$ cat src/rtl/move_controller.sv
// Tic-tac-toe move arbiter: validates player/computer requests against the board
// and issues one-hot write enables while tracking turn, move count and game end.
module move_controller (
  input  logic        clock,
  input  logic        reset,
  input  logic        play,
  input  logic        pc,
  input  logic [3:0]  player_position,
  input  logic [3:0]  computer_position,
  input  logic [17:0] board,
  input  logic        game_over,
  output logic [8:0]  PL_en,
  output logic [8:0]  PC_en,
  output logic        illegal_move,
  output logic        turn,
  output logic [3:0]  move_count,
  output logic        done
);

  localparam int unsigned NUM_CELLS = 9;
  localparam int unsigned POS_W     = 4;
  localparam int unsigned CNT_W     = 4;
  localparam int unsigned CELL_W    = 2;
  localparam logic [CNT_W-1:0] MAX_MOVES = CNT_W'(NUM_CELLS);

  typedef enum logic [1:0] {
    PLAYER_WAIT = 2'd0,
    COMP_WAIT   = 2'd1,
    DONE        = 2'd2
  } state_t;

  state_t state;

  logic [NUM_CELLS-1:0] cell_empty;
  logic [NUM_CELLS-1:0] player_sel;
  logic [NUM_CELLS-1:0] comp_sel;
  logic                 player_legal;
  logic                 comp_legal;
  logic [CNT_W-1:0]     count_inc;
  logic                 last_move;

  // One-hot cell decode; positions outside 1..9 decode to all zeros.
  function automatic logic [NUM_CELLS-1:0] cell_select(input logic [POS_W-1:0] pos);
    logic [NUM_CELLS-1:0] sel;
    sel = '0;
    for (int n = 0; n < NUM_CELLS; n++) begin
      if (pos == POS_W'(n + 1)) sel[n] = 1'b1;
    end
    return sel;
  endfunction

  always_comb begin
    cell_empty = '0;
    for (int n = 0; n < NUM_CELLS; n++) begin
      cell_empty[n] = (board[CELL_W*n +: CELL_W] == 2'b00);
    end
  end

  // A request is legal only when it decodes to a cell that is currently empty.
  assign player_sel   = cell_select(player_position);
  assign comp_sel     = cell_select(computer_position);
  assign player_legal = |(player_sel & cell_empty);
  assign comp_legal   = |(comp_sel & cell_empty);

  assign count_inc = (move_count >= MAX_MOVES) ? MAX_MOVES : move_count + CNT_W'(1);
  assign last_move = (count_inc == MAX_MOVES);

  always_ff @(posedge clock) begin
    if (reset) begin
      state        <= PLAYER_WAIT;
      PL_en        <= '0;
      PC_en        <= '0;
      illegal_move <= 1'b0;
      turn         <= 1'b0;
      move_count   <= '0;
      done         <= 1'b0;
    end else begin
      PL_en        <= '0;
      PC_en        <= '0;
      illegal_move <= 1'b0;

      // game_over wins over any request sampled in the same cycle.
      if (game_over || state == DONE) begin
        state <= DONE;
        turn  <= 1'b0;
        done  <= 1'b1;
      end else begin
        case (state)
          PLAYER_WAIT: begin
            if (play) begin
              if (player_legal) begin
                PL_en      <= player_sel;
                move_count <= count_inc;
                if (last_move) begin
                  state <= DONE;
                  turn  <= 1'b0;
                  done  <= 1'b1;
                end else begin
                  state <= COMP_WAIT;
                  turn  <= 1'b1;
                end
              end else begin
                illegal_move <= 1'b1;
              end
            end
          end
          COMP_WAIT: begin
            if (pc) begin
              if (comp_legal) begin
                PC_en      <= comp_sel;
                move_count <= count_inc;
                turn       <= 1'b0;
                if (last_move) begin
                  state <= DONE;
                  done  <= 1'b1;
                end else begin
                  state <= PLAYER_WAIT;
                end
              end else begin
                illegal_move <= 1'b1;
              end
            end
          end
          default: begin
            state <= DONE;
            turn  <= 1'b0;
            done  <= 1'b1;
          end
        endcase
      end
    end
  end

endmodule

$ cat config.mk
export PLATFORM = sky130hd
export DESIGN_NAME = move_controller
export DESIGN_NICKNAME = d
export VERILOG_FILES = /design/src/rtl/move_controller.sv
export SDC_FILE = /design/constraint.sdc
export NUM_CORES = 1
export LEC_CHECK = 0
export ABC_AREA = 1
export CAP_MARGIN = 10
export CORE_MARGIN = 4
export CORE_UTILIZATION = 45
export DETAILED_ROUTE_END_ITERATION = 10
export GPL_TIMING_DRIVEN = 0
export PLACE_DENSITY = 0.83
export REMOVE_ABC_BUFFERS = 1
export SLEW_MARGIN = 20
export SYNTH_ARGS = -nofsm -noshare
export SYNTH_HDL_FRONTEND = slang
export SYNTH_SLANG_ARGS = --single-unit
$ cat constraint.sdc
create_clock -name clock -period 4 [get_ports clock]
set_clock_uncertainty 0.05 [all_clocks]
set_input_delay 1.2 -clock clock [delete_from_list [all_inputs] [get_ports clock]]
set_output_delay 1.2 -clock clock [all_outputs]
set_load 0.1 [all_outputs]
# ---- Word level (Yosys, flattened, before mapping)
# Index checks and enable logic that the tools add are counted.
dict set report totals {
  regBits 27
  inputBits 31
  out_inout_bits 25
  elab_cells 118
}
dict set report op_classes {
  add_sub_neg 1
  magnitude_cmp 1
  eq_ne 29
  mux 50
  n_bitwise 9
  reduce_logical 20
}
# op count
set op_table {}
lappend op_table {{$mux 1} 33}
lappend op_table {{$eq 4x3->1 const B} 8}
lappend op_table {{$eq 4x4->1 const B} 5}
lappend op_table {{$logic_not 2->1} 10}
lappend op_table {{$mux 4} 5}
lappend op_table {{$and 9x9->9} 2}
lappend op_table {{$reduce_or 9->1} 2}
lappend op_table {{$eq 4x2->1 const B} 4}
lappend op_table {{$mux 2} 7}
lappend op_table {{$ne 3x3->1 const B} 4}
lappend op_table {{$reduce_or 5->1} 2}
lappend op_table {{$eq 4x1->1 const B} 2}
lappend op_table {{$ne 2x2->1 const B} 4}
lappend op_table {{$pmux 4 s2} 1}
lappend op_table {{$reduce_and 4->1} 2}
lappend op_table {{$not 1->1} 7}
lappend op_table {{$pmux 1 s2} 3}
lappend op_table {{$reduce_and 6->1} 1}
lappend op_table {{$add 4x1->4 const B} 1}
lappend op_table {{$ge 4x4->1 const B} 1}
lappend op_table {{$pmux 2 s2} 1}
lappend op_table {{$eq 2x1->1 const B} 1}
lappend op_table {{$eq 2x2->1 const B} 1}
lappend op_table {{$reduce_bool 2->1} 1}
lappend op_table {{other kinds (2)} 2}

# ---- Logic depth before layout (Yosys ltp)
dict set report logic_depth {
  depth_word 8
  depth_mapped 10
  mapped_depth_nobuf 10
}

# ---- Least setup slack after synthesis
# OpenSTA, ideal clock, no wires.
dict set report synth_timing {
  path_type {register to register}
  from {register move_count[1]}
  to {register turn}
  setup_ns 0.070
  arrival_time_ns 2.150
  required_time_ns 3.880
  path_slack_ns 1.730
  path_stages_with_launch 10
  n_path_buf 0
  period_less_slack_ns 2.270
  cell_sequence {dfxtp_1 inv_1 ha_1 o21ai_0 nand2_1 nand2_1 nor2_1 nor2_1 nand4_1 a21oi_1}
}
dict set report synth_via {
  elab_chain_len 7
  elab_cells_between_ends 8
  classes_between {add/sub: 1; order compare: 1; eq/ne: 1; mux: 5}
}
# item line_no
set synth_rtl {}
lappend synth_rtl {{start, declared} 16} ;# output logic [3:0] move_count,
lappend synth_rtl {{start signal, assigned} 93} ;# move_count <= count_inc;
lappend synth_rtl {{start signal, assigned} 111} ;# move_count <= count_inc;
lappend synth_rtl {{$add 4x1->4 / $ge 4x4->1 (equally long branches)} 65} ;# assign count_inc = (move_count >= MAX_MOVES) ? MAX_MOVES : move_count + CNT_W'(1);
lappend synth_rtl {{$mux 4 *} 65}
lappend synth_rtl {{$eq 4x4->1 *} 66} ;# assign last_move = (count_inc == MAX_MOVES);
lappend synth_rtl {{$mux 1 *} 94} ;# if (last_move) begin
lappend synth_rtl {{$mux 1 *} 91} ;# if (player_legal) begin
lappend synth_rtl {{$mux 1 *} 90} ;# if (play) begin
lappend synth_rtl {{$pmux 1 s2 *} 88} ;# case (state)
lappend synth_rtl {{end signal, assigned} 85} ;# turn <= 1'b0;
lappend synth_rtl {{end signal, assigned} 96} ;# turn <= 1'b0;
lappend synth_rtl {{end signal, assigned} 100} ;# turn <= 1'b1;
lappend synth_rtl {{end, declared} 15} ;# output logic turn,
# Every way passes the cells marked *; elsewhere a longest branch is shown, timed or not. The select of a mux whose other input is x is not followed.
# A chain may end at the register's enable or synchronous reset.

# ---- Worst setup path after layout
dict set report layout_timing {
  from {register move_count[0]}
  to {output move_count[0]}
}
# No word-level cell between the ends.

==> run metrics <==
GPL Wtd Cong 0.830; layout net count 291; #FFs+latches synth 27; Post-synth top flop dfxtp_1; # H-tree levels 1; fin crit share 80.0%; area of the multi-input gates 749 sq um; Max Cap Viol 0; pre-CTS WS 1.08 ns; Fin Hold WS 0.423 ns; initial antenna violation count 0; largest net degree at the start of global routing 15; power per cell area 276 nW/um^2; Reg power frac 50.8%; TNS Setup 0 ns; status complete, no violations; Ports 56; Core Region 2850 sq um; CTS Hold Bufs 0; root buffer cell clkbuf_4; Post-DP HPWL 2620 microns; Crit path largest cell delay 1.17 ns; CTS buffer count 3; final wirelength 3220 microns; clock share of power 21.2%; Sw Pwr 0.182 mW; initial core utilization 48.9%; YS warnings 0; postcts setup bufs 0; Setup WS post-layout 0.799 ns; clock sinks 27; mean area per synthesized cell 7.08 sq um; post-CTS resize count 0; CP cell instances clkdlybuf4s50_1; remaining antenna violation count 0; cell area after layout 2010 sq um; critical path type reg2out; Worst-Margin Slew 0.991 ns; via/cell ratio 4.96; slowest cell on the critical path clkdlybuf4s50_1; PortBufs 55; startpoint types flop; DR pass1 iterations 4; GRT overflow 0; CTS tree yes; Switching Share 32.9%; Area Overhead vs Synth 44.1%; Die H 63.7 microns; RSZ-0062 raised after global routing no; placed insts 283; Cell variety after synth 20; internal reg-to-reg setup slack 2.24 ns; Core Util, Final 70.5%; CTS Buffer Depth 2; Slew Viols, Final 0; CP endpoint kind output port; vias 1424; register area 541 sq um; Worst-path clk slew 0.14 ns; # rows 19; Placed Area 1980 sq um; family with the most delay on the worst path buffers and inverters; post-synthesis sequential area ratio 38.7%; most frequent cells in the layout 55 x clkdlybuf4s50_1, 45 x nand2_1, 41 x nor2_1; CP Buf/Inv Count 1; Avg WL per Cell 11.2 microns; Synth Cell Area 1400 sq um; Setup violations, final 0; Tmin final 3.20 ns; vias in the first global route 1324; Logic pwr share 28.1%; crit path max fanout 6; Syn Inst Count 197; critical path arrival 1.95 ns; first-pass GRT wire length 5660 microns; commonest non-fill, non-tap cell in the layout clkdlybuf4s50_1; P_int 0.372 mW; Fin. Hold Viols 0; ys async rst share 0%; Ant. Diodes 0; initial detailed-routing violation count 51; # fillers 260; Clock Latency Late Sink 0.32 ns; die area 4060 sq um; Tot Pwr 0.554 mW; share of cells above drive strength 1 12.5%; detailed-route DRC error count 0; Layout Cells excl Fill 287; gr usage total 16.6%; type of the tightest min-delay check reg2reg; Required @ worst endpoint 2.75 ns; number of synthesized flops with an enable pin 0; static leakage 0.854 nW; Slew headroom 33.7%; Max IR drop VDD 197 uV; FMAX 0.312 GHz; Die X 63.7 microns
## logic make-up (layout without fill, tap and decap cells)
kind of cell	after synthesis	after routing	share of synthesized area, %
adder cells (fa/ha/maj)	3	3	2.69
AO/OA/AOI/OAI	9	9	3.41
flip-flops	27	27	38.7
buffers and inverters	28	87	7.53
XOR/XNOR	1	1	0.628
AND/OR/NAND/NOR	129	129	47.0
## state kept, by name, indices dropped and copies added (netlist names)
register / flops
move_count: 4
done: 1
PC_en: 9
turn: 1
PL_en: 9
illegal_move: 1
state: 2
## worst min-delay path, delay by kind of cell (launching register included)
kind            cells  cell delay (ns)
buf+inv             1             0.05
flops               1             0.34
compound gates      1             0.05
## power groups by stage
stage,sequential [mW],clock [mW],combinational (mW)
after floorplan,0.322,0,0.0632
after global placement,0.287,0,0.153
after detailed placement,0.287,0,0.155
after CTS,0.282,0.120,0.156
after global routing,0.283,0.128,0.170
final,0.281,0.117,0.156
## final cells by class
| class | instances | area share [%] |
|---|---|---|
| sequential | 27 | 26.9 |
| multi-input combinational | 142 | 37.3 |
| tap | 31 | 1.93 |
| clock buffer | 4 | 1.31 |
| timing repair buffer | 55 | 27.4 |
| inverter | 28 | 5.23 |
## synth_stat cells, types with 3 or more instances
cell type  number  area, sq um
nand3_1        18         90.1
nor2_4          3         33.8
nor2_1         41          154
nor2_2         11         68.8
dfxtp_1        27          541
nand4_4         3         63.8
inv_2           7         26.3
a21oi_1         5         25.0
ha_1            3         37.5
inv_1          20         75.1
nand2_1        45          169
## worst paths after layout
| check | from | endpoint | depth (start not counted) |
|---|---|---|---|
| worst max-delay path | move_count[0] | move_count[0] | 1 |
| worst min-delay path | done | done | 2 |
| worst max register to register | move_count[1] | turn | 9 |
| worst min register to register | done | done | 2 |
## per-layer routing
| layer | vias up | share of wire (%) | GRT usage, % |
|---|---|---|---|
| met2 | 44 | 47 | 28.0 |
| met3 | 0 | 7.3 | 4.62 |
| li1 | 737 | - | - |
| met1 | 643 | 45 | 21.4 |
| met5 | - | 0 | 0 |
| met4 | 0 | 0 | 2.43 |
Power figures use the tool's default switching activity.
